$ cat src/rtl/rgbw_frame_sequencer.sv
// Frame receive controller: synchronises the SPI byte strobe, hunts for SYNC, collects seven
// payload bytes, checks the XOR checksum and commits a good frame atomically to the field outputs.
module rgbw_frame_sequencer #(
  parameter int         TIMEOUT_CYCLES = 1024,
  parameter logic [7:0] SYNC_BYTE      = 8'h55
) (
  input  logic       clk,
  input  logic       reset,
  input  logic [7:0] rx_byte,
  input  logic       rx_rdy,
  output logic [7:0] lint,
  output logic [7:0] color_idx,
  output logic [7:0] red,
  output logic [7:0] green,
  output logic [7:0] blue,
  output logic [7:0] white,
  output logic [7:0] mode,
  output logic       frame_valid,
  output logic       frame_err,
  output logic [3:0] byte_cnt,
  output logic       busy
);

  typedef enum logic [1:0] {HUNT, PAYLOAD, CHECK} state_t;

  localparam logic [15:0] TMO_LAST = 16'(TIMEOUT_CYCLES - 1);

  state_t           state_q, state_d;
  logic [3:0]       byte_cnt_q, byte_cnt_d;
  logic [7:0]       acc_q, acc_d;
  logic [15:0]      tmo_q, tmo_d;
  logic [6:0][7:0]  shadow_q, shadow_d;
  logic [6:0][7:0]  field_q, field_d;
  logic             valid_q, valid_d;
  logic             err_q, err_d;
  logic             rdy_s1_q, rdy_s2_q, rdy_prev_q;
  logic             byte_evt;
  logic             tmo_hit;

  // rx_rdy crosses from the SPI domain; two flops for metastability, a third for edge detect
  always_ff @(posedge clk) begin
    if (reset) begin
      rdy_s1_q   <= 1'b0;
      rdy_s2_q   <= 1'b0;
      rdy_prev_q <= 1'b0;
    end else begin
      rdy_s1_q   <= rx_rdy;
      rdy_s2_q   <= rdy_s1_q;
      rdy_prev_q <= rdy_s2_q;
    end
  end

  assign byte_evt = rdy_s2_q & ~rdy_prev_q;
  assign tmo_hit  = (state_q != HUNT) && (tmo_q == TMO_LAST) && !byte_evt;

  always_comb begin
    state_d    = state_q;
    byte_cnt_d = byte_cnt_q;
    acc_d      = acc_q;
    tmo_d      = tmo_q;
    shadow_d   = shadow_q;
    field_d    = field_q;
    valid_d    = 1'b0;
    err_d      = 1'b0;

    if (state_q != HUNT) tmo_d = tmo_q + 16'd1;
    if (byte_evt)        tmo_d = '0;

    case (state_q)
      HUNT: begin
        if (byte_evt && rx_byte == SYNC_BYTE) begin
          state_d    = PAYLOAD;
          acc_d      = '0;
          byte_cnt_d = 4'd1;
        end
      end
      PAYLOAD: begin
        if (byte_evt) begin
          for (int i = 0; i < 7; i++)
            if (byte_cnt_q == 4'(i + 1)) shadow_d[i] = rx_byte;
          acc_d      = acc_q ^ rx_byte;
          byte_cnt_d = byte_cnt_q + 4'd1;
          if (byte_cnt_q == 4'd7) state_d = CHECK;
        end
      end
      CHECK: begin
        if (byte_evt) begin
          if (rx_byte == acc_q) begin
            field_d = shadow_q;
            valid_d = 1'b1;
          end else begin
            err_d = 1'b1;
          end
          state_d    = HUNT;
          byte_cnt_d = 4'd0;
        end
      end
      default: begin
        state_d    = HUNT;
        byte_cnt_d = 4'd0;
      end
    endcase

    // A stalled frame is abandoned; the shadows are simply overwritten by the next frame
    if (tmo_hit) begin
      state_d    = HUNT;
      byte_cnt_d = 4'd0;
      tmo_d      = '0;
      err_d      = 1'b1;
    end
  end

  always_ff @(posedge clk) begin
    if (reset) begin
      state_q    <= HUNT;
      byte_cnt_q <= '0;
      acc_q      <= '0;
      tmo_q      <= '0;
      shadow_q   <= '0;
      field_q    <= '0;
      valid_q    <= 1'b0;
      err_q      <= 1'b0;
    end else begin
      state_q    <= state_d;
      byte_cnt_q <= byte_cnt_d;
      acc_q      <= acc_d;
      tmo_q      <= tmo_d;
      shadow_q   <= shadow_d;
      field_q    <= field_d;
      valid_q    <= valid_d;
      err_q      <= err_d;
    end
  end

  assign lint        = field_q[0];
  assign color_idx   = field_q[1];
  assign red         = field_q[2];
  assign green       = field_q[3];
  assign blue        = field_q[4];
  assign white       = field_q[5];
  assign mode        = field_q[6];
  assign frame_valid = valid_q;
  assign frame_err   = err_q;
  assign byte_cnt    = byte_cnt_q;
  assign busy        = (state_q != HUNT);

endmodule

$ cat config.mk
export PLATFORM = sky130hd
export DESIGN_NAME = rgbw_frame_sequencer
export DESIGN_NICKNAME = d
export VERILOG_FILES = /design/src/rtl/rgbw_frame_sequencer.sv
export SDC_FILE = /design/constraint.sdc
export NUM_CORES = 1
export LEC_CHECK = 0
export CAP_MARGIN = 10
export CORE_ASPECT_RATIO = 2
export CORE_MARGIN = 2
export CORE_UTILIZATION = 56
export DETAILED_ROUTE_END_ITERATION = 8
export GPL_ROUTABILITY_DRIVEN = 1
export GPL_TIMING_DRIVEN = 0
export PLACE_DENSITY = 0.8
export SETUP_SLACK_MARGIN = 0.05
export SLEW_MARGIN = 30
export SYNTH_ARGS = -nofsm -noshare
export SYNTH_HDL_FRONTEND = slang
export SYNTH_SLANG_ARGS = --single-unit
$ cat constraint.sdc
create_clock -name clk -period 1.8 [get_ports clk]
set_input_delay 0.27 -clock clk [delete_from_list [all_inputs] [get_ports clk]]
set_output_delay 0.27 -clock clk [all_outputs]
set_load 0.03 [all_outputs]
==> results of run 1 <==
==> kinds of logic after synthesis <==
logic type,Yosys count
adders and majority gates,5
AOI/OAI and AO/OA,44
DFF,147
xor gates and xnor gates,20
and+or+nand+nor,251
buffers and inverters,62
muxes,114
==> through the flow <==
stage	area, um2	instances
final	8120	888
after floorplan	6370	643
after detailed placement	7200	850
after global routing	8120	888
after global placement	7200	850
after CTS	7930	884
==> flip-flops by register name, summed over array words and instances (netlist names) <==
name / cells
shadow_q: 56
tmo_q: 16
acc_q: 8
blue: 8
color_idx: 8
green: 8
lint: 8
mode: 8
red: 8
white: 8
byte_cnt: 4
state_q: 2
frame_err: 1
frame_valid: 1
rdy_prev_q: 1
rdy_s1_q: 1
rdy_s2_q: 1
==> worst max path at each step <==
stage and to:
2_1_floorplan blue[5], 3_3_place_gp shadow_q[40], 3_5_place_dp shadow_q[49], 4_1_cts byte_cnt[0], 5_1_grt acc_q[0], 6_report acc_q[0]
==> power groups by stage <==
stage               registers (uW)  logic, uW  clock network (uW)
detailed placement            3330        209                   0
finish                        3260        226                3970
CTS                           3260        215                3990
global route                  3250        238                4150
floorplan                     3330        140                   0
global placement              3330        205                   0
==> per-layer routing <==
layer / vias up / global-route usage, % / share of wire [%]
met3: 47 / 6.21 / 4.4
li1: 2347 / - / -
met1: 2398 / 26.1 / 37
met5: - / 0 / 0
met2: 143 / 46.2 / 55
met4: 0 / 12.0 / 3.9
==> placed cells by master (no fill, tap or decap), types with 4 or more instances in the layout <==
cell type,synthesis,final
xnor2_1,9,6
nor2b_1,7,7
dlygate4sd2_1,0,5
clkbuf_1,25,16
nand4_1,7,7
clkbuf_4,0,6
a21oi_1,11,11
clkdlybuf4s50_1,0,54
buf_12,3,4
nand2b_1,123,123
xor2_1,11,11
dfxtp_1,147,143
clkbuf_2,1,9
a2111oi_0,8,6
buf_4,2,9
o32ai_1,8,6
and3_1,4,4
nor4_1,4,4
nor2_1,73,71
nand2_1,9,9
inv_1,12,12
clkbuf_16,0,19
nand3_1,6,5
bufinv_16,0,6
mux2i_1,114,114
ha_1,5,5
buf_2,18,12
o21ai_0,5,5
dlymetal6s2s_1,0,5
==> repair_timing <==
item,4_1_cts,5_1_grt
pin swaps,2,3
endpoints found under the setup margin,140,77
hold buffers,0,0
gates resized for setup,23,34
setup buffers,3,3
cloned,0,2
==> area by class of cell <==
class,count,area (um2),area share (%)
clock inverters,13,231,2.85
plain buffers,49,309,3.81
clock buffers,18,429,5.29
well taps,142,178,2.19
multi-input cells,434,3220,39.7
repair buffers,73,753,9.28
flip-flops and latches,147,2950,36.3
inverters,12,45.0,0.555
==> worst register-to-register path, cell delays in order (launching register included) <==
cell and delay, ps:
dfxtp_1 310, nand2b_1 300, clkbuf_2 280, a2111oi_0 520
o32ai_1 160
==> key figures, run 1 <==
Critical path
  • Crit Path Max Fanout: 10
  • Largest incremental delay on the critical path: 520 ps
  • R2r setup slk: a little under 80 ps
  • Cell count along the critical path: 4
  • CP Buf/Inv Count: 1
  • Setup CP Type: register to register
  • Worst Setup Start Kind: register
  • Critical Path RT: 2070 ps
  • Reg2reg end: acc_q[0]
  • CP top delay family: compound AO/OA/AOI/OAI gates
  • Setup crit end kind: register
  • Slowest CP cell: a2111oi_0
  • Reg2Reg Depth: 4
  • Critical path arrival: 1990 ps
  • Critical Path Start: rdy_prev_q
  • CP Cell Sequence: nand2b_1 -> clkbuf_2 -> a2111oi_0 -> o32ai_1
  • RR Startpoint: rdy_prev_q

Layout
  • Fin util: just over 70%
  • Area Overhead vs Synth: 27.3%
  • Fill cells: 796
  • Final net count: 750
  • Share of cells above drive strength 1: 12.7%
  • Ant. Diodes: 0

Clocking
  • CTS H-Tree Depth: 4
  • Clk buf depth: 2
  • Clock buffer count from CTS: 17
  • Root Buffer Master: clkbuf_16
  • CTS tree: built
  • Worst skew pair latency: 420 ps
  • Clock Sinks: 147
  • Clock Pin Slew Worst Setup and Hold Paths: about 60 ps

Synth
  • Yosys warns: 0
  • Asr flop ratio synth: 0%
  • Synthesized area per cell: 9.91 um2
  • Main combinational cell family by area after synthesis: simple AND/OR/NAND/NOR gates
  • Xor/xnor share of the synthesized area: 2.75%
  • Top cells by count, synth: dfxtp_1 (147), nand2b_1 (123), mux2i_1 (114), nor2_1 (73), clkbuf_1 (25)
  • Largest cells by area after synthesis: dfxtp_1 (46%), mux2i_1 (18%), nand2b_1 (12%), nor2_1 (4.3%), xor2_1 (1.5%)
  • EDFF count, synth: 0
  • Register bit total from synthesis: 147
  • Complex-gate fraction of the synthesized area: 4.95%
  • Post-synthesis mux area share: 17.9%
  • Cell Area, Synth: 6370 um2
  • Count of different cell masters after synthesis: between 40 and 50
  • Post-synth top area share: 46.2%
  • Most frequent cell after synthesis: dfxtp_1
  • Ys flop type: dfxtp_1
  • Post-synth net total: 659
  • Seq/Total Area, Yosys: between 40% and 50%
  • Synth area leader: dfxtp_1
  • Simple-gate share of the synthesized area: 22.2%
  • Adder-cell share of the synthesized area: 0.981%
  • Post-Synthesis Cells: 643

Timing
  • Post-route setup TNS: 0 ps
  • Setup Skew: 8.69 ps
  • Slew Viols, Final: 0
  • Setup-failing EPs final: 0
  • Fmax: 581 MHz
  • Final Hold Violating Endpoints: 0
  • Final cycle utilization of the critical path: a little over nine tenths
  • Worst Tran Pin Value: 490 ps
  • Fin crit period: 1720 ps
  • Worst hold slack: ~260 ps
  • RSZ-0062 raised after global routing: true
  • Worst Setup Slack, final: 79.1 ps
  • Slew headroom: 66.5%

Worst hold path
  • Hold WC Path Type: input port to register
  • Hold_sp: rx_byte[7]
  • Hold path endpoint: acc_q[7]
  • Worst hold path depth: 3

Power and ir drop
  • Static Leak: 0.00337 uW
  • Psw: 1520 uW
  • Seq pwr share: 43.7%
  • Cell internal pwr: 5930 uW
  • Power Density: 918 nW/um2
  • Clk pwr share: 53.3%
  • Sw Ratio: 20.4%
  • Peak VDD IR: about 0.69 mV
  • Comb pwr share: 3.0%
  • Total Power: between 7000 and 8000 uW

Global route
  • Total congestion overflow: 0
  • Antenna violations before repair: 0
  • Global-route wire length before repair: 24200 um
  • Largest net degree at the start of global routing: 17
  • Vias in the first global route: 5028
  • Gr usage total: 25.2%

Floorplan
  • # IOs: 74
  • Die height: 155 um
  • Starting Density: 56.8%
  • Placeable Area: 11200 um2
  • Die Wd: 79.4 um
  • Rows: 55
  • DIE AREA: 12300 um2

Placement
  • Port-buffer cells: 65
  • Routability cong.: 0.855
  • DP HPWL: 10500 um
  • Place WS: -1020 ps

Routing
  • Pre-antenna DRT Iters: 5
  • WL final: 15500 um
  • DRT iter0 DRCs: 279
  • Routed Antenna Nets: 0
  • Vias per inst: 5.56
  • Routed vias: a little under 5000
  • Avg WL per Cell: about 17 um
  • Residual DRC count: 0

Job
  • Max-Cap Viols: 0

Run status
  • Status: completed
No activity file was read; power rests on OpenSTA's default activity.
==> inputs of run 2 (changes only) <==
Clock period 1.8 ns to 1.6 ns, I/O delays scaled along.
==> run 2 against run 1 <==
Net effect:
- the flow now finishes with violations (setup timing)
- global-route usage rose by 1.2 points
- sequential share of layout area decreased by 0.79 points
- via count rose by 1.9%
- register-to-register slack got worse by 300 ps
- total power rose by 6.5%
- largest power group unchanged
- final area is 2.8% higher
- sequential power grew 12%
- clock skew decreased by 3.7 ps
- non-clock buffer count up 21
- combinational power grew 19%
- setup slack got worse by 300 ps
==> key figures, run 2 (synthesized netlist as in run 1, its figures left out) <==
Run status
  • Status: finished, violations left (was completed)
  • Violated checks: setup timing

Placement
  • Routability cong.: 0.876 (was 0.855)
  • Place WS: -1160 ps (was -1020 ps)
  • Port-buffer cells: 65 (unchanged)
  • DP HPWL: 10300 um (was 10500 um)

Clocking
  • Clock Sinks: 147 (unchanged)
  • CTS tree: built (unchanged)
  • CTS H-Tree Depth: 4 (unchanged)
  • Clock buffer count from CTS: 17 (unchanged)
  • Root Buffer Master: clkbuf_16 (unchanged)
  • Worst skew pair latency: 420 ps (about the same)
  • Clock Pin Slew Worst Setup and Hold Paths: 60 ps (about the same)
  • Clk buf depth: 2 (unchanged)

Critical path
  • Slowest CP cell: nor4_4 (was a2111oi_0)
  • Crit Path Max Fanout: 5 (was 10)
  • CP Cell Sequence: xnor2_1 -> nand4_1 -> nor4_4 -> buf_6 -> buf_12 -> buf_12 -> mux2i_2 (was nand2b_1 -> clkbuf_2 -> a2111oi_0 -> o32ai_1)
  • Critical path arrival: 2160 ps (was 1990 ps)
  • Setup crit end kind: register (unchanged)
  • Largest incremental delay on the critical path: 380 ps (was 520 ps)
  • RR Startpoint: acc_q[7] (was rdy_prev_q)
  • CP Buf/Inv Count: 3 (was 1)
  • Critical Path Start: acc_q[7] (was rdy_prev_q)
  • CP top delay family: simple AND/OR/NAND/NOR gates (was compound AO/OA/AOI/OAI gates)
  • Setup CP Type: register to register (unchanged)
  • Critical Path RT: 1940 ps (was 2070 ps)
  • Worst Setup Start Kind: register (unchanged)
  • R2r setup slk: -220 ps (was 80 ps)
  • Crit path top cell by count: buf_12

Layout
  • Share of cells above drive strength 1: 18.9% (was 12.7%)
  • Final net count: 771 (was 750)
  • Leading cell types in the layout, fill and taps excluded: dfxtp_1 (130), nand2b_1 (122), mux2i_1 (110) (was dfxtp_1 (143), nand2b_1 (123), mux2i_1 (114))
  • Commonest non-fill, non-tap cell in the layout: dfxtp_1 (unchanged)
  • Biggest registers after layout: shadow_q x56, tmo_q x16 (unchanged)
  • Ant. Diodes: 0 (unchanged)
  • Max reg flops: 56 (unchanged)
  • Largest Register: shadow_q (unchanged)
  • Fin util: 74.4% (was 72.4%)
  • Area Overhead vs Synth: 30.9% (was 27.3%)

Global route
  • Antenna violations before repair: 0 (unchanged)
  • Largest net degree at the start of global routing: 17 (unchanged)
  • Vias in the first global route: 5175 (was 5028)
  • Gr usage total: 26.5% (was 25.2%)
  • Global-route wire length before repair: 25200 um (was 24200 um)
  • Total congestion overflow: 0 (unchanged)

Timing
  • RSZ-0062 raised after global routing: true (unchanged)
  • Slew Viols, Final: 0 (unchanged)
  • Worst Tran Pin Value: 551 ps (was 490 ps)
  • Setup Skew: 4.94 ps (was 8.69 ps)
  • Final cycle utilization of the critical path: 114% (was 95.6%)
  • Slew headroom: 63.2% (was 66.5%)
  • Fin crit period: 1820 ps (was 1720 ps)
  • Fmax: 548 MHz (was 581 MHz)
  • Worst Setup Slack, final: -224 ps (was 79.1 ps)
  • Setup-failing EPs final: 65 (was 0)
  • Worst hold slack: 219 ps (was 255 ps)
  • Post-route setup TNS: -6840 ps (was 0 ps)
  • Final Hold Violating Endpoints: 0 (unchanged)

Power and ir drop
  • Peak VDD IR: 0.849 mV (was 0.694 mV)
  • Sw Ratio: 20.8% (was 20.4%)
  • Comb pwr share: 3.4% (was 3.0%)
  • Seq pwr share: 46.2% (was 43.7%)
  • Psw: 1650 uW (was 1520 uW)
  • Clk pwr share: 50.4% (was 53.3%)
  • Static Leak: 0.00371 uW (was 0.00337 uW)
  • Cell internal pwr: 6280 uW (was 5930 uW)
  • Power Density: 951 nW/um2 (was 918 nW/um2)

Floorplan
  • Placeable Area: 11200 um2 (unchanged)
  • DIE AREA: 12300 um2 (unchanged)
  • Starting Density: 56.8% (unchanged)
  • Rows: 55 (unchanged)
  • Die height: 155 um (unchanged)
  • # IOs: 74 (unchanged)
  • Die Wd: 79.4 um (unchanged)

Routing
  • Pre-antenna DRT Iters: 4 (was 5)
  • Vias per inst: 5.53 (was 5.56)
  • Residual DRC count: 0 (unchanged)
  • Routed vias: 5027 (was 4935)
  • DRT iter0 DRCs: 213 (was 279)
  • WL final: 16400 um (was 15500 um)
  • Routed Antenna Nets: 0 (unchanged)
  • Avg WL per Cell: 18.0 um (was 17.4 um)

Worst hold path
  • Hold WC Path Type: input port to register (unchanged)
  • Hold_sp: rx_byte[4] (was rx_byte[7])

Job
  • Max-Cap Viols: 0 (unchanged)
[run 2: cell types whose count changed in the layout (fill, tap and decap cells not counted), sizes merged, moves of 2 or more]
cell and delta:
clkinvlp -2, dlygate4sd2 +56, clkbuf -3, clkdlybuf4s50 -53
clkinv +3, bufinv -3, buf +29, dlymetal6s2s -5
[run 2: area by class of cell]
| class | instances | area [um2] |
|---|---|---|
| buffer | 48 | 350 |
| fill | 754 | 2880 |
| clock inverter | 10 | 133 |
| tap | 142 | 178 |
| inverter | 12 | 45.0 |
| multi-input combinational | 434 | 3310 |
| timing repair buffer | 95 | 903 |
| clock buffer | 21 | 460 |
| sequential | 147 | 2970 |
[run 2: timing repair]
item                                    in CTS  in global routing
hold buffers                                 0                  0
gates resized for setup                    134                 59
endpoints found under the hold margin        0                  0
buffers inserted                            13                 15
endpoints found under the setup margin     210                141
pin swaps                                   12                 15
gates cloned                                 6                  3
[run 2: stage by stage]
step                      cell area, um2  total power, uW  std cells
after global placement              7210             3980        850
after global routing                8340             8120        909
after floorplan                     6380             3900        643
after CTS                           8210             7940        899
final                               8340             7930        909
after detailed placement            7210             3980        850
[run 2: path summary, 6_finish.rpt]
| check | to | cells after the start |
|---|---|---|
| hold / removal | shadow_q[28] | 3 |
| setup reg to reg | red[6] | 7 |
| setup / recovery | red[6] | 7 |
| hold reg to reg | rdy_s2_q | 1 |
[run 2: worst reg2reg max path, delay by kind of cell, from the launching register on]
family	cells	cell delay (ps)
buffers and inverters	3	440
and+or+nand+nor	2	600
xor gates and xnor gates	1	160
DFF	1	330
muxes	1	210
[run 2: power by group through the flow]
stage                     logic (uW)  clock network, uW  registers, uW
after floorplan                  159                  0           3740
after global placement           232                  0           3750
after detailed placement         237                  0           3750
after CTS                        251               4020           3670
after global routing             284               4180           3660
final                            268               4000           3660
[run 2: layer usage]
layer	vias to the layer above	part of all wire [%]	track usage, %
li1	2395	-	-
met1	2430	36	26.7
met2	148	54	48.1
met3	54	4.8	5.74
met4	0	4.9	15.8
met5	-	0	0
==> inputs of run 3 (changes only) <==
Settings changed: CORE_ASPECT_RATIO 2 to 0.6, CORE_UTILIZATION 56 to 60, DONT_BUFFER_PORTS set to 1, PLACE_DENSITY 0.8 to 0.76, SKIP_CTS_REPAIR_TIMING set to 1.
==> run 3 against run 2 <==
Net effect:
- the run still ends with setup timing left
- clock skew is 11 ps higher
- largest cell class unchanged
- critical path type unchanged
- non-clock buffer count decreased by 74
- combinational power rose by 2%
- highest routed layer unchanged
- cell count is 8.4% lower
- clock power about the same
- hold slack lost 89 ps
- sequential power about the same
- die area shrank 6.6%
==> key figures, run 3 (synthesized netlist as in run 1, its figures left out) <==
Critical path
  • RR Startpoint: acc_q[7] (unchanged)
  • Worst Setup Start Kind: register (unchanged)
  • Setup crit end kind: register (unchanged)
  • R2r setup slk: -120 ps (was -220 ps)
  • Critical path arrival: 2070 ps (was 2160 ps)
  • Reg2Reg Depth: 7 (unchanged)
  • Setup CP Type: register to register (unchanged)
  • Reg2reg end: red[3] (was red[6])
  • Critical Path RT: 1950 ps (was 1940 ps)
  • Crit Path Max Fanout: 5 (unchanged)

Timing
  • Setup Skew: 15.5 ps (was 4.94 ps)
  • Final Hold Violating Endpoints: 0 (unchanged)
  • Fmax: 583 MHz (was 548 MHz)
  • Slew Viols, Final: 0 (unchanged)
  • Worst Setup Slack, final: -116 ps (was -224 ps)
  • Slew headroom: 60.8% (was 63.2%)
  • Worst Tran Pin Value: 589 ps (was 551 ps)
  • Final cycle utilization of the critical path: 107% (was 114%)
  • Setup-failing EPs final: 56 (was 65)
  • Fin crit period: 1720 ps (was 1820 ps)
  • RSZ-0062 raised after global routing: true (unchanged)

Layout
  • Fin util: 73.7% (was 74.4%)
  • Share of cells above drive strength 1: 18.0% (was 18.9%)
  • Largest Register: shadow_q (unchanged)
  • Leading cell types in the layout, fill and taps excluded: dfxtp_1 (133), nand2b_1 (122), mux2i_1 (112) (was dfxtp_1 (130), nand2b_1 (122), mux2i_1 (110))
  • Area Overhead vs Synth: 20.8% (was 30.9%)
  • Commonest non-fill, non-tap cell in the layout: dfxtp_1 (unchanged)
  • Final net count: 697 (was 771)
  • Max reg flops: 56 (unchanged)
  • Ant. Diodes: 0 (unchanged)
  • Biggest registers after layout: shadow_q x56, tmo_q x16 (unchanged)
  • Final std cells w/o fill: 833 (was 909)
  • Cell area after layout: 7700 um2 (was 8340 um2)

Global route
  • Antenna violations before repair: 0 (unchanged)
  • Total congestion overflow: 0 (unchanged)
  • Largest net degree at the start of global routing: 17 (unchanged)
  • Vias in the first global route: 4579 (was 5175)
  • Gr usage total: 27.0% (was 26.5%)
  • Global-route wire length before repair: 23700 um (was 25200 um)

Placement
  • Port-buffer cells: 0 (was 65)
  • Placed cell area: 6560 um2 (was 7210 um2)
  • DP HPWL: 9970 um (was 10300 um)
  • Placed insts: 782 (was 850)
  • Routability cong.: 0.857 (was 0.876)
  • Place WS: -476 ps (was -1160 ps)

Clocking
  • CTS tree: built (unchanged)
  • CTS H-Tree Depth: 4 (unchanged)
  • Worst skew pair latency: 430 ps (was 420 ps)
  • Clock Pin Slew Worst Setup and Hold Paths: 60 ps (about the same)
  • Clk buf depth: 2 (unchanged)
  • Root Buffer Master: clkbuf_16 (unchanged)
  • Clock Sinks: 147 (unchanged)
  • Clock buffer count from CTS: 17 (unchanged)

Routing
  • Vias per inst: 5.80 (was 5.53)
  • Residual DRC count: 0 (unchanged)
  • Avg WL per Cell: 19.3 um (was 18.0 um)
  • Routed Antenna Nets: 0 (unchanged)
  • WL final: 16100 um (was 16400 um)
  • DRT iter0 DRCs: 297 (was 213)
  • Routed vias: 4833 (was 5027)
  • Pre-antenna DRT Iters: 6 (was 4)

Job
  • Max-Cap Viols: 0 (unchanged)

Floorplan
  • Die Wd: 137 um (was 79.4 um)
  • DIE AREA: 11500 um2 (was 12300 um2)
  • # IOs: 74 (unchanged)
  • Rows: 29 (was 55)
  • Die height: 83.8 um (was 155 um)
  • Starting Density: 61.0% (was 56.8%)
  • Placeable Area: 10500 um2 (was 11200 um2)

Worst hold path
  • Hold path endpoint: acc_q[1] (was shadow_q[28])
  • Worst hold path depth: 2 (was 3)
  • Hold_sp: reset (was rx_byte[4])
  • Hold WC Path Type: input port to register (unchanged)

Run status
  • Status: finished, violations left (unchanged)
  • Violated checks: setup timing (unchanged)

Power and ir drop
  • Power Density: 1030 nW/um2 (was 951 nW/um2)
  • Peak VDD IR: 0.852 mV (was 0.849 mV)
  • Static Leak: 0.00309 uW (was 0.00371 uW)
## run 3: cell count changes in the layout (fill, tap and decap cells not counted), moves of 4 or more
cell / change
clkinvlp_4: +4
dlygate4sd2_1: -61
xnor2_1: +4
clkbuf_16: +4
dfxtp_2: -5
buf_6: -8
clkbuf_1: +5
xnor2_2: -4
clkbuf_2: -7
## run 3: worst max-delay path by stage
stage                     from  cells past startpoint  slack, ps            to
floorplan           rx_byte[7]                      7         50       blue[5]
global placement    rx_byte[2]                      7       -390       blue[6]
detailed placement  rx_byte[2]                      7       -480      green[4]
CTS                 state_q[0]                      6       -300  shadow_q[43]
global route          acc_q[0]                      7       -160      green[4]
finish                acc_q[7]                      7       -120        red[3]
## run 3: metal layers
metal	wire length [um]	GRT usage, %	vias to the layer above
met1	7510	38.0	2341
met4	248	7.40	0
li1	-	-	2260
met2	7080	40.1	208
met3	1270	8.01	24
met5	0	0	-
## run 3: metrics by stage
| step | setup TNS (ps) | hold WS [ps] | total power (uW) |
|---|---|---|---|
| global placement | -34810 | 382 | 3980 |
| finish | -4210 | 130 | 7950 |
| global route | -7140 | 137 | 8160 |
| detailed placement | -43180 | 380 | 3980 |
| floorplan | 0 | 368 | 3900 |
| CTS | -26230 | -44.0 | 7930 |
## run 3: power breakdown
| part | leakage (uW) | total, uW | switching, uW | internal, uW |
|---|---|---|---|---|
| clock network | 0.000282 | 4010 | 1590 | 2420 |
| logic | 0.00161 | 274 | 175 | 98.6 |
| registers | 0.00119 | 3660 | 2.27 | 3660 |
## run 3: critical path, cell delays in order, from the launching register on
cell and delay, ps:
dfxtp_1 390, xnor2_1 150, nand4_1 220, nor4_4 210
buf_6 180, buf_12 150, clkbuf_16 150, mux2i_1 180
## run 3: final cells by class
| cell class | instances | area (um2) |
|---|---|---|
| Multi-Input combinational cell | 434 | 3300 |
| Sequential cell | 147 | 2970 |
| Fill cell | 710 | 2750 |
| Clock buffer | 21 | 470 |
| Buffer | 48 | 354 |
| Timing Repair Buffer | 21 | 260 |
| Tap cell | 139 | 174 |
| Clock inverter | 11 | 126 |
| Inverter | 12 | 45.0 |
